### src/rtl/shift_issue_stage.sv
// Decode of RV32I shift ops into Shifter controls, behind a 2-entry (main + skid) buffer.
// Optional operand bypass from writeback is enabled by defining SHIFT_OPERAND_BYPASS_EN.
module shift_issue_stage #(
   parameter int XLEN  = 32,
   parameter int TAG_W = 4
) (
   input  logic             clk,
   input  logic             rst,
   input  logic             flush,
   input  logic             in_valid,
   output logic             in_ready,
   input  logic [6:0]       in_opcode,
   input  logic [2:0]       in_funct3,
   input  logic [6:0]       in_funct7,
   input  logic [4:0]       in_rs2_field,
   input  logic [XLEN-1:0]  in_rs1_val,
   input  logic [XLEN-1:0]  in_rs2_val,
   input  logic [4:0]       in_rd,
   input  logic [TAG_W-1:0] in_tag,
   output logic             out_valid,
   input  logic             out_ready,
   output logic             out_sra,
   output logic             out_sll,
   output logic [4:0]       out_size,
   output logic [XLEN-1:0]  out_in,
   output logic [4:0]       out_rd,
   output logic [TAG_W-1:0] out_tag,
`ifdef SHIFT_OPERAND_BYPASS_EN
   input  logic [4:0]       in_rs1_idx,
   input  logic [4:0]       in_rs2_idx,
   input  logic             wb_valid,
   input  logic [4:0]       wb_rd,
   input  logic [XLEN-1:0]  wb_data,
`endif
   output logic             illegal
);

   localparam logic [6:0] OP_REG = 7'b0110011;
   localparam logic [6:0] OP_IMM = 7'b0010011;
   localparam int         ENT_W  = 2 + 5 + XLEN + 5 + TAG_W;

   // Returns {legal, sra, sll}; sll and sra are never both set.
   function automatic logic [2:0] decode(input logic [6:0] opcode,
                                         input logic [2:0] funct3,
                                         input logic [6:0] funct7);
      logic is_shift_op;
      is_shift_op = (opcode == OP_REG) || (opcode == OP_IMM);
      if (is_shift_op && funct3 == 3'b001 && funct7 == 7'b0000000)
         return 3'b101;
      else if (is_shift_op && funct3 == 3'b101 && funct7 == 7'b0000000)
         return 3'b100;
      else if (is_shift_op && funct3 == 3'b101 && funct7 == 7'b0100000)
         return 3'b110;
      else
         return 3'b000;
   endfunction

   logic [XLEN-1:0]  rs1_eff_p0;
   logic [XLEN-1:0]  rs2_eff_p0;
   logic [2:0]       dec_p0;
   logic [4:0]       size_p0;
   logic [ENT_W-1:0] new_ent_p0;
   logic             accept_p0;
   logic             wr_p0;
   logic             drain_p0;

   logic             main_vld_p1;
   logic             skid_vld_p1;
   logic [ENT_W-1:0] main_ent_p1;
   logic [ENT_W-1:0] skid_ent_p1;
   logic             illegal_p1;
   logic             unused_rs2_hi;

   always_comb begin
      rs1_eff_p0 = in_rs1_val;
      rs2_eff_p0 = in_rs2_val;
`ifdef SHIFT_OPERAND_BYPASS_EN
      // Only the op being accepted is patched; buffered entries keep their operands.
      if (wb_valid && wb_rd != 5'd0 && wb_rd == in_rs1_idx)
         rs1_eff_p0 = wb_data;
      if (in_opcode == OP_REG && wb_valid && wb_rd != 5'd0 && wb_rd == in_rs2_idx)
         rs2_eff_p0 = wb_data;
`endif
   end

   assign unused_rs2_hi = ^rs2_eff_p0[XLEN-1:5];
   assign dec_p0      = decode(in_opcode, in_funct3, in_funct7);
   assign size_p0     = (in_opcode == OP_REG) ? rs2_eff_p0[4:0] : in_rs2_field;
   assign new_ent_p0  = {dec_p0[1], dec_p0[0], size_p0, rs1_eff_p0, in_rd, in_tag};
   assign accept_p0   = in_valid & in_ready & ~flush;
   assign wr_p0       = accept_p0 & dec_p0[2];
   assign drain_p0    = main_vld_p1 & out_ready;

   // ---- stage p0 -> p1: main/skid entries ----
   always_ff @(posedge clk) begin
      if (rst) begin
         main_vld_p1 <= 1'b0;
         skid_vld_p1 <= 1'b0;
         main_ent_p1 <= '0;
         skid_ent_p1 <= '0;
         illegal_p1  <= 1'b0;
      end else if (flush) begin
         main_vld_p1 <= 1'b0;
         skid_vld_p1 <= 1'b0;
         illegal_p1  <= 1'b0;
      end else begin
         illegal_p1 <= accept_p0 & ~dec_p0[2];
         if (drain_p0) begin
            // in_ready is low whenever skid holds an op, so no accept collides with the refill.
            if (skid_vld_p1) begin
               main_ent_p1 <= skid_ent_p1;
               skid_vld_p1 <= 1'b0;
            end else if (wr_p0) begin
               main_ent_p1 <= new_ent_p0;
            end else begin
               main_vld_p1 <= 1'b0;
            end
         end else if (wr_p0) begin
            if (!main_vld_p1) begin
               main_vld_p1 <= 1'b1;
               main_ent_p1 <= new_ent_p0;
            end else begin
               skid_vld_p1 <= 1'b1;
               skid_ent_p1 <= new_ent_p0;
            end
         end
      end
   end

   assign in_ready  = ~skid_vld_p1;
   assign out_valid = main_vld_p1;
   assign illegal   = illegal_p1;
   assign {out_sra, out_sll, out_size, out_in, out_rd, out_tag} = main_ent_p1;

endmodule

### config.mk
export PLATFORM = sky130hd
export DESIGN_NAME = shift_issue_stage
export DESIGN_NICKNAME = d
export VERILOG_FILES = /design/src/rtl/shift_issue_stage.sv
export SDC_FILE = /design/constraint.sdc
export NUM_CORES = 1
export LEC_CHECK = 0
export ABC_CLOCK_PERIOD_IN_PS = 2400
export CELL_PAD_IN_SITES_DETAIL_PLACEMENT = 1
export CELL_PAD_IN_SITES_GLOBAL_PLACEMENT = 1
export CORE_AREA = 10 10 94 179
export CTS_CLUSTER_DIAMETER = 60
export DETAILED_ROUTE_END_ITERATION = 16
export DIE_AREA = 0 0 104 189
export PLACE_DENSITY = 0.84
export SYNTH_ARGS = -nofsm -noshare
export SYNTH_HDL_FRONTEND = slang
export SYNTH_SLANG_ARGS = --single-unit
### constraint.sdc
create_clock -name clk -period 2.4 [get_ports clk]
set_input_delay 0.36 -clock clk [delete_from_list [all_inputs] [get_ports clk]]
set_output_delay 0.36 -clock clk [all_outputs]
set_load 0.05 [all_outputs]
==> results of run 1 <==
==> registers in the layout (all words and copies together), names as in the netlist <==
register,count
out_valid,1
skid_vld_p1,1
illegal,1
main_ent_p1,48
skid_ent_p1,48
==> worst reg2reg max path, cell delays in order, from the launching register on <==
cell and delay [ns]:
sky130_fd_sc_hd__dfxtp_1 0.37, sky130_fd_sc_hd__or3b_4 0.45, sky130_fd_sc_hd__nor4_4 0.34, sky130_fd_sc_hd__buf_4 0.19
sky130_fd_sc_hd__a21oi_1 0.06, sky130_fd_sc_hd__a311oi_1 0.26
==> kinds of logic (layout without fill, tap and decap cells) <==
logic type      count (synthesis)  count (layout)  share of synthesized area
compound gates                127             127                      0.154
flops                          99              99                      0.425
buf+inv                        51             161                     0.0595
mux                            87              87                      0.198
simple gates                  161             161                      0.164
==> per-stage QoR <==
step	std cells	total power [mW]	setup WS (ns)	cell area, um^2	hold slack [ns]
6_report	824	3.45	0.358	6400	0.430
5_1_grt	824	3.60	0.280	6400	0.438
4_1_cts	824	3.50	0.325	6400	0.410
3_5_place_dp	808	1.95	0.0937	6080	0.459
3_3_place_gp	808	1.94	0.155	6080	0.443
2_1_floorplan	525	1.78	0.503	4670	0.439
==> power groups by stage <==
| stage | combinational (mW) | clock [mW] | sequential, mW |
|---|---|---|---|
| finish | 0.269 | 1.54 | 1.64 |
| global route | 0.292 | 1.67 | 1.64 |
| CTS | 0.272 | 1.59 | 1.64 |
| global placement | 0.262 | 0 | 1.68 |
| detailed placement | 0.271 | 0 | 1.68 |
| floorplan | 0.102 | 0 | 1.68 |
==> layer usage <==
| metal | GRT usage | up-vias | wire length, um |
|---|---|---|---|
| met5 | 0 | - | 0 |
| met4 | 0.0597 | 0 | 315 |
| met3 | 0.0350 | 17 | 703 |
| met2 | 0.295 | 102 | 8280 |
| met1 | 0.141 | 2094 | 5370 |
| li1 | - | 2054 | - |
==> final cells by class <==
type / instances / area share
Multi-Input combinational cell: 375 / 0.379
Sequential cell: 99 / 0.310
Timing Repair Buffer: 143 / 0.223
Tap cell: 189 / 0.0370
Clock buffer: 9 / 0.0352
Clock inverter: 7 / 0.0145
Inverter: 2 / 0.00117
==> cell usage in the layout (no fill, tap or decap), types with 4 or more instances in the layout <==
cell type                           n
sky130_fd_sc_hd__clkdlybuf4s50_1  122
sky130_fd_sc_hd__mux2_2            41
sky130_fd_sc_hd__o211ai_1           4
sky130_fd_sc_hd__buf_4             16
sky130_fd_sc_hd__and3_1             4
sky130_fd_sc_hd__clkbuf_16          9
sky130_fd_sc_hd__mux2i_1           46
sky130_fd_sc_hd__a21oi_1           51
sky130_fd_sc_hd__o21ai_0           49
sky130_fd_sc_hd__nand2b_1           4
sky130_fd_sc_hd__buf_12             4
sky130_fd_sc_hd__a21boi_0           5
sky130_fd_sc_hd__nand2_1           88
sky130_fd_sc_hd__nand3_1           42
sky130_fd_sc_hd__dfxtp_1           99
==> worst paths after layout <==
kind              startpoint               to  slack [ns]
min                      rst  main_ent_p1[41]        0.43
min reg2reg  main_ent_p1[24]  main_ent_p1[24]        0.46
max                out_valid        out_valid        0.36
max reg2reg      skid_vld_p1  main_ent_p1[47]        0.63
==> results summary, run 1 <==
The run finished with clean final reports. Input and output buffers added on the ports amount to 123. After clock tree synthesis, the clock-pin slew on the worst setup and hold paths is 0.07 ns. After routing, the total negative slack on setup checks comes to 0 ns.

The root buffer selected by CTS is sky130_fd_sc_hd__clkbuf_16. STA classifies the critical path endpoint as an output pin. The internal power summed over all cells came out at 2.71 mW. The share of total power dissipated in combinational logic is 0.078. The peak fanout along the critical path is 8. The floorplan die area is 0.0197 mm^2. The normalized max-slew margin is 0.601. The CTS tree is done. The number of antenna-violating nets in the routed design is 0. The initial cell density of the core came out at 0.336. The clock arrives with 0.00798 ns of skew. The signal on the critical path passes through clkdlybuf4s50_1. The number of storage elements in the synthesis netlist is 99. Setup repair after global routing left no endpoint under its margin.

The number of fillers in the final layout came out at 1,615. The worst path needs 2.04 ns of the cycle, external delays included. The Yosys warning count came out at 0. The number of buffers and inverters on the critical path is 1. The count of max-cap constraint violations came out at 0. The number of endpoints failing setup at the final stage is 0. In this run the number of cells on the critical path is 1.

The total congestion overflow is 0. Entering global routing, the biggest net connects 55 pins. The half-perimeter wire length of the detailed placement result is 11,100 um. The clock insertion delay at the later pin of the skew report came out at 0.34 ns. For the pin with the worst max-slew slack, the measured transition is 0.597 ns. The congestion estimate from routability-driven global placement came to 0.790. The share of the core filled with cells in the final layout is 0.460. The via count normalized by instance count is 5.18.

The clock sink count came out at 99. The critical path startpoint category is a flop. The share of total power in sequential cells came out at 0.476. After the last flow step, the layout net total stands at 730.

The H-tree generated during clock tree synthesis spans 3 levels. The stage delay of the slowest cell on the critical path is 0.89 ns. The total setup buffers inserted after CTS is 0. The maximum achievable frequency came out at 0.490 GHz. The depth of the most critical reg-to-reg path came out at 5.

The floorplan step set the die height to 189 um. The area of the placeable core is 0.0139 mm^2. Yosys instantiated no cell more often than sky130_fd_sc_hd__dfxtp_1. The multi-input combinational cell area came out at 0.00243 mm^2.

The detailed-route wire length came out at 14,700 um. The number of enable flip-flop cells after synthesis came out at 0. The number of buffers on the longest clock path is 2. The leakage power came out at 2.51 nW. The width of the chip came out at 104 um. The number of optimization iterations in the first detailed-route pass came out at 4.

Of the cells placed in the final design, the portion with a size suffix greater than 1 is 0.143. The via count of the first global-routing pass was 4,871. The highest ir drop seen on vdd came out at 272 uV.

The number of standard-cell rows in the floorplan is 61. The largest total area in the synthesized netlist belongs to sky130_fd_sc_hd__dfxtp_1. Summing over every cut layer, the via total after detailed routing is 4,267. The max-slew violation total from the final report is 0. After detailed routing, the number of remaining DRC violations is 0. The hold violation total from the final report came to 0. Of the post-synthesis cell area, the dominant cell type holds 0.425. The post-cts gate resize count is 0.

In this run, the number of DRC markers left after iteration 0 of detailed routing was 193. The layout overhead on the synthesized area is 37.1%. In the post-synthesis netlist, the biggest area contributors are sky130_fd_sc_hd__dfxtp_1 (42%), sky130_fd_sc_hd__mux2_2 (9.9%), sky130_fd_sc_hd__mux2i_1 (9.9%), sky130_fd_sc_hd__nand2_1 (7.1%), sky130_fd_sc_hd__a21oi_1 (5.5%). The net switching share of the total power came out at 0.215.

Among all stages on the critical path, the largest delay is contributed by sky130_fd_sc_hd__clkdlybuf4s50_1. The mean post-synth cell area is 8.89 um^2. The post-synthesis instance area came out at 0.00467 mm^2.

The CTS buffer count is 9. The number of antenna violations at the first check in global routing is 0. After synthesis, the most frequently instantiated cells are sky130_fd_sc_hd__dfxtp_1 (99), sky130_fd_sc_hd__nand2_1 (88), sky130_fd_sc_hd__a21oi_1 (51). The count of unique library cells instantiated by Yosys is 43. The count of antenna diodes in the layout came out at 0. The clock share of power came out at 0.446. The net count after synthesis came out at 625.

The fraction of synthesis flops using an asynchronous set or reset pin came out at 0. Summing all flip-flop and latch instances after layout gives 0.00198 mm^2. During I/O placement, the number of pins put on the boundary was 151. The part of the Yosys area used for sequential elements is 0.425. For this run, the total global-route usage over all layers was measured as 0.149.

The depth of the worst hold-timing path is 4. The number of standard cells after synthesis is 525. The worst setup path is of the flop to output pin kind.

The dominant register cell in the synthesized netlist is sky130_fd_sc_hd__dfxtp_1. The net load switching power came out at 741 uW. The tightest min-delay check is of the input pin to flop type. The required time at the endpoint of the critical path came out at 2.04 ns. The mean routed wirelength per cell came out at 17.8 um. The global-route wire length before repair came out at 24,200 um. The period utilization is 0.851. The total of hold buffers inserted after clock tree synthesis is 0. The power density over the cells came out at 540 mW/mm^2.

The kind of cell adding the most delay to the critical path is buffers and inverters. STA puts the critical path data arrival time at 1.68 ns.
Note: power is estimated with default switching activity, not from simulation.
==> inputs of run 2 (changes only) <==
--- a/config.mk
+++ b/config.mk
@@ -10,8 +10,10 @@
 export CELL_PAD_IN_SITES_GLOBAL_PLACEMENT = 1
 export CORE_AREA = 10 10 94 179
 export CTS_CLUSTER_DIAMETER = 60
+export CTS_CLUSTER_SIZE = 28
 export DETAILED_ROUTE_END_ITERATION = 16
 export DIE_AREA = 0 0 104 189
+export GPL_TIMING_DRIVEN = 0
 export PLACE_DENSITY = 0.84
 export SYNTH_ARGS = -nofsm -noshare
 export SYNTH_HDL_FRONTEND = slang
==> run 2 against run 1 <==
Hold slack gained 0.027 ns. Flip-flop and latch count unchanged. First-iteration DRC count decreased by 44%. Sequential share of layout area is 0.24 points lower. Cell count rose by 3.4%. Power increased by 0.52%. Worst setup slack worse by 0.16 ns. Maximum frequency shrank 7.2%. Clock skew barely moved.
==> results summary, run 2 (synthesis results as in run 1) <==
The run finished with clean final reports. The kind of cell adding the most delay to the critical path is buffers and inverters. The peak fanout along the critical path is 10 (+2). The footprint of the flip-flops and latches was 0.00198 mm^2 (unchanged). The highest ir drop seen on vdd is 286 uV (+5.5%). The fraction of layout cells with a size suffix above 1 is 0.122 (-0.0211). The instance count after placement with tap cells included is 836 (+3.5%).

The endpoint arrival time on the critical path is 2.40 ns (+0.72 ns). The number of endpoints failing setup at the final stage is 0 (unchanged). The setup slack after placement came out at -0.166 ns (-0.259 ns). The area of the placeable core is 0.0139 mm^2 (unchanged). The detailed-route wire length came out at 15,700 um (+7.0%).

The tightest min-delay check is of the flop to flop type. The share of total power in sequential cells is 0.473 (-0.003). The most common cell after layout, fill and taps aside is sky130_fd_sc_hd__clkdlybuf4s50_1.

The slowest stage of the critical path belongs to the cell sky130_fd_sc_hd__clkdlybuf4s50_1. The clock-pin slew on the worst setup and hold paths came out at 0.06 ns (about the same). The multi-input combinational cell area is 0.00241 mm^2 (-0.83%). The number of antenna violations at the first check in global routing is 0 (unchanged). The total congestion overflow came to 0 (unchanged). The layout overhead on the synthesized area is 38.2%.

The total routing resource utilization after global routing came out at 0.156 (+0.00734). The number of buffers added on ports was 122 (-0.81%). The initial cell density of the core is 0.336 (unchanged).

The floorplan die area came to 0.0197 mm^2 (unchanged). In the layout the commonest cells are sky130_fd_sc_hd__clkdlybuf4s50_1 (122), sky130_fd_sc_hd__dfxtp_1 (99), sky130_fd_sc_hd__nand2_1 (88). The measured slew at the worst slew-check pin was 0.872 ns (+0.274 ns). The critical path class is input pin to flop.

The critical path startpoint category is an input pin. The number of standard-cell rows in the floorplan is 61 (unchanged). The most prevalent standard cell on the critical path is sky130_fd_sc_hd__clkbuf_1. The worst setup path is captured at a flop. The maximum number of pins on one net before global-route repair is 17 (-69%).

The count of antenna diodes in the layout is 0 (unchanged). The final worst hold slack is 0.457 ns (+0.0275 ns). The power density over the cells came out at 538 mW/mm^2 (-0.26%). The vertical extent of the die came out at 189 um (unchanged).

The total of hold buffers inserted after clock tree synthesis is 0 (unchanged). The minimum setup slack in the final design is 0.200 ns (-0.158 ns). The hold violation total from the final report was 0 (unchanged).

The largest registers in the layout are main_ent_p1 (48), skid_ent_p1 (48). The post-route minimum period is 2.20 ns (+0.158 ns). The internal power summed over all cells came to 2.70 mW (-0.41%). The count of buffer and inverter cells on the critical path is 3 (+2). The CTS buffer count came out at 9 (unchanged). Traced cell by cell, the critical path runs through clkdlybuf4s50_1, nor2b_1, nand3_1, clkbuf_1, clkbuf_1, o21ai_0, a21oi_1.

The clock share of power is 0.447 (about the same). The max-slew violation total from the final report came out at 0 (unchanged). TritonCTS built the clock tree. The count of unresolved DRC violations after routing is 0 (unchanged). The leakage power came out at 2.52 nW (+0.25%). The number of optimization iterations in the first detailed-route pass is 4 (unchanged). The required time at the endpoint of the critical path came out at 2.60 ns (+0.56 ns). The maximum achievable frequency is 0.455 GHz (-7.2%).

The number of DRC violations after detailed-routing iteration 0 was 108 (-44%). The net switching share of the total power is 0.222 (+0.00727). The count of max-cap constraint violations came out at 0 (unchanged).

The clock sink count came out at 99 (unchanged). The total vias in the final route is 4,359 (+2.2%). The share of the core filled with cells in the final layout was 0.464 (+0.00360). The placement-stage cell area came to 0.00612 mm^2 (+0.74%).

The final clock skew is 0.00835 ns (+0.000368 ns). The portion of total power attributed to combinational logic is 0.080 (+0.002). The via count of the first global-routing pass was 4,942 (+1.5%). The normalized max-slew margin is 0.418 (-0.183).

The mean routed wirelength per cell came out at 18.4 um (+3.5%). The via count normalized by instance count is 5.12 (-1.2%). The post-layout total power is 3.47 mW (+0.52%). The total setup buffers inserted after CTS was 0 (unchanged). The summed area of non-filler cells in the final layout is 0.00645 mm^2 (+0.78%). The global-route wire length before repair is 25,000 um (+3.2%).

The number of H-tree levels came out at 3 (unchanged). The number of buffers on the longest clock path was 2 (unchanged). The number of fillers in the final layout is 1,693 (+4.8%). The period utilization is 0.917 (+0.0658).

The final net count came to 758 (+3.8%). The number of antenna-violating nets in the routed design is 0 (unchanged). The width of the chip came out at 104 um (unchanged). Setup repair after global routing left no endpoint under its margin. The stage delay of the slowest cell on the critical path is 0.52 ns (-0.37 ns). The aggregate negative setup slack was 0 ns (unchanged). The number of top-level design ports is 151 (unchanged).

The routability congestion estimate is 0.789 (-0.14%). The root buffer selected by CTS is sky130_fd_sc_hd__clkbuf_16. The clock insertion delay at the later pin of the skew report was 0.34 ns (about the same). The half-perimeter wire length of the detailed placement result is 12,500 um (+13%).

The net load switching power came out at 770 uW (+3.9%). The post-layout instance count excluding filler cells is 852 (+3.4%). The post-cts gate resize count came out at 0 (unchanged).
==> run 2: per-layer routing <==
| metal | share of wire | track usage | up-vias |
|---|---|---|---|
| met4 | 0.032 | 0.0770 | 0 |
| met5 | 0 | 0 | - |
| met2 | 0.58 | 0.316 | 108 |
| met3 | 0.042 | 0.0357 | 23 |
| met1 | 0.35 | 0.138 | 2106 |
| li1 | - | - | 2122 |
==> run 2: power by group through the flow <==
stage          combinational, mW  sequential, mW  clock, mW
6_report                   0.278            1.64       1.55
5_1_grt                    0.297            1.64       1.65
4_1_cts                    0.280            1.64       1.57
3_5_place_dp               0.279            1.68          0
3_3_place_gp               0.271            1.68          0
2_1_floorplan              0.102            1.68          0
==> run 2: layout make-up <==
type,instances,area share
clock inverters,4,0.00873
well taps,189,0.0367
flip-flops and latches,99,0.307
clock buffers,12,0.0413
inverters,2,0.00116
repair buffers,122,0.189
multi-input cells,375,0.373
plain buffers,49,0.0419
==> run 2: final timing paths <==
| kind | slack, ns | start | end | depth (start not counted) |
|---|---|---|---|---|
| max | 0.20 | out_ready | skid_ent_p1[38] | 7 |
| max reg2reg | 0.30 | out_valid | skid_ent_p1[38] | 6 |
| min | 0.46 | main_ent_p1[14] | main_ent_p1[14] | 2 |
| min reg2reg | 0.46 | main_ent_p1[14] | main_ent_p1[14] | 2 |
==> run 2: worst reg2reg max path, stage by stage (launching register included) <==
cell and delay, ns:
sky130_fd_sc_hd__dfxtp_1 0.44, sky130_fd_sc_hd__nor2b_1 0.32, sky130_fd_sc_hd__nand3_1 0.30, sky130_fd_sc_hd__clkbuf_1 0.30
sky130_fd_sc_hd__clkbuf_1 0.26, sky130_fd_sc_hd__o21ai_0 0.24, sky130_fd_sc_hd__a21oi_1 0.11
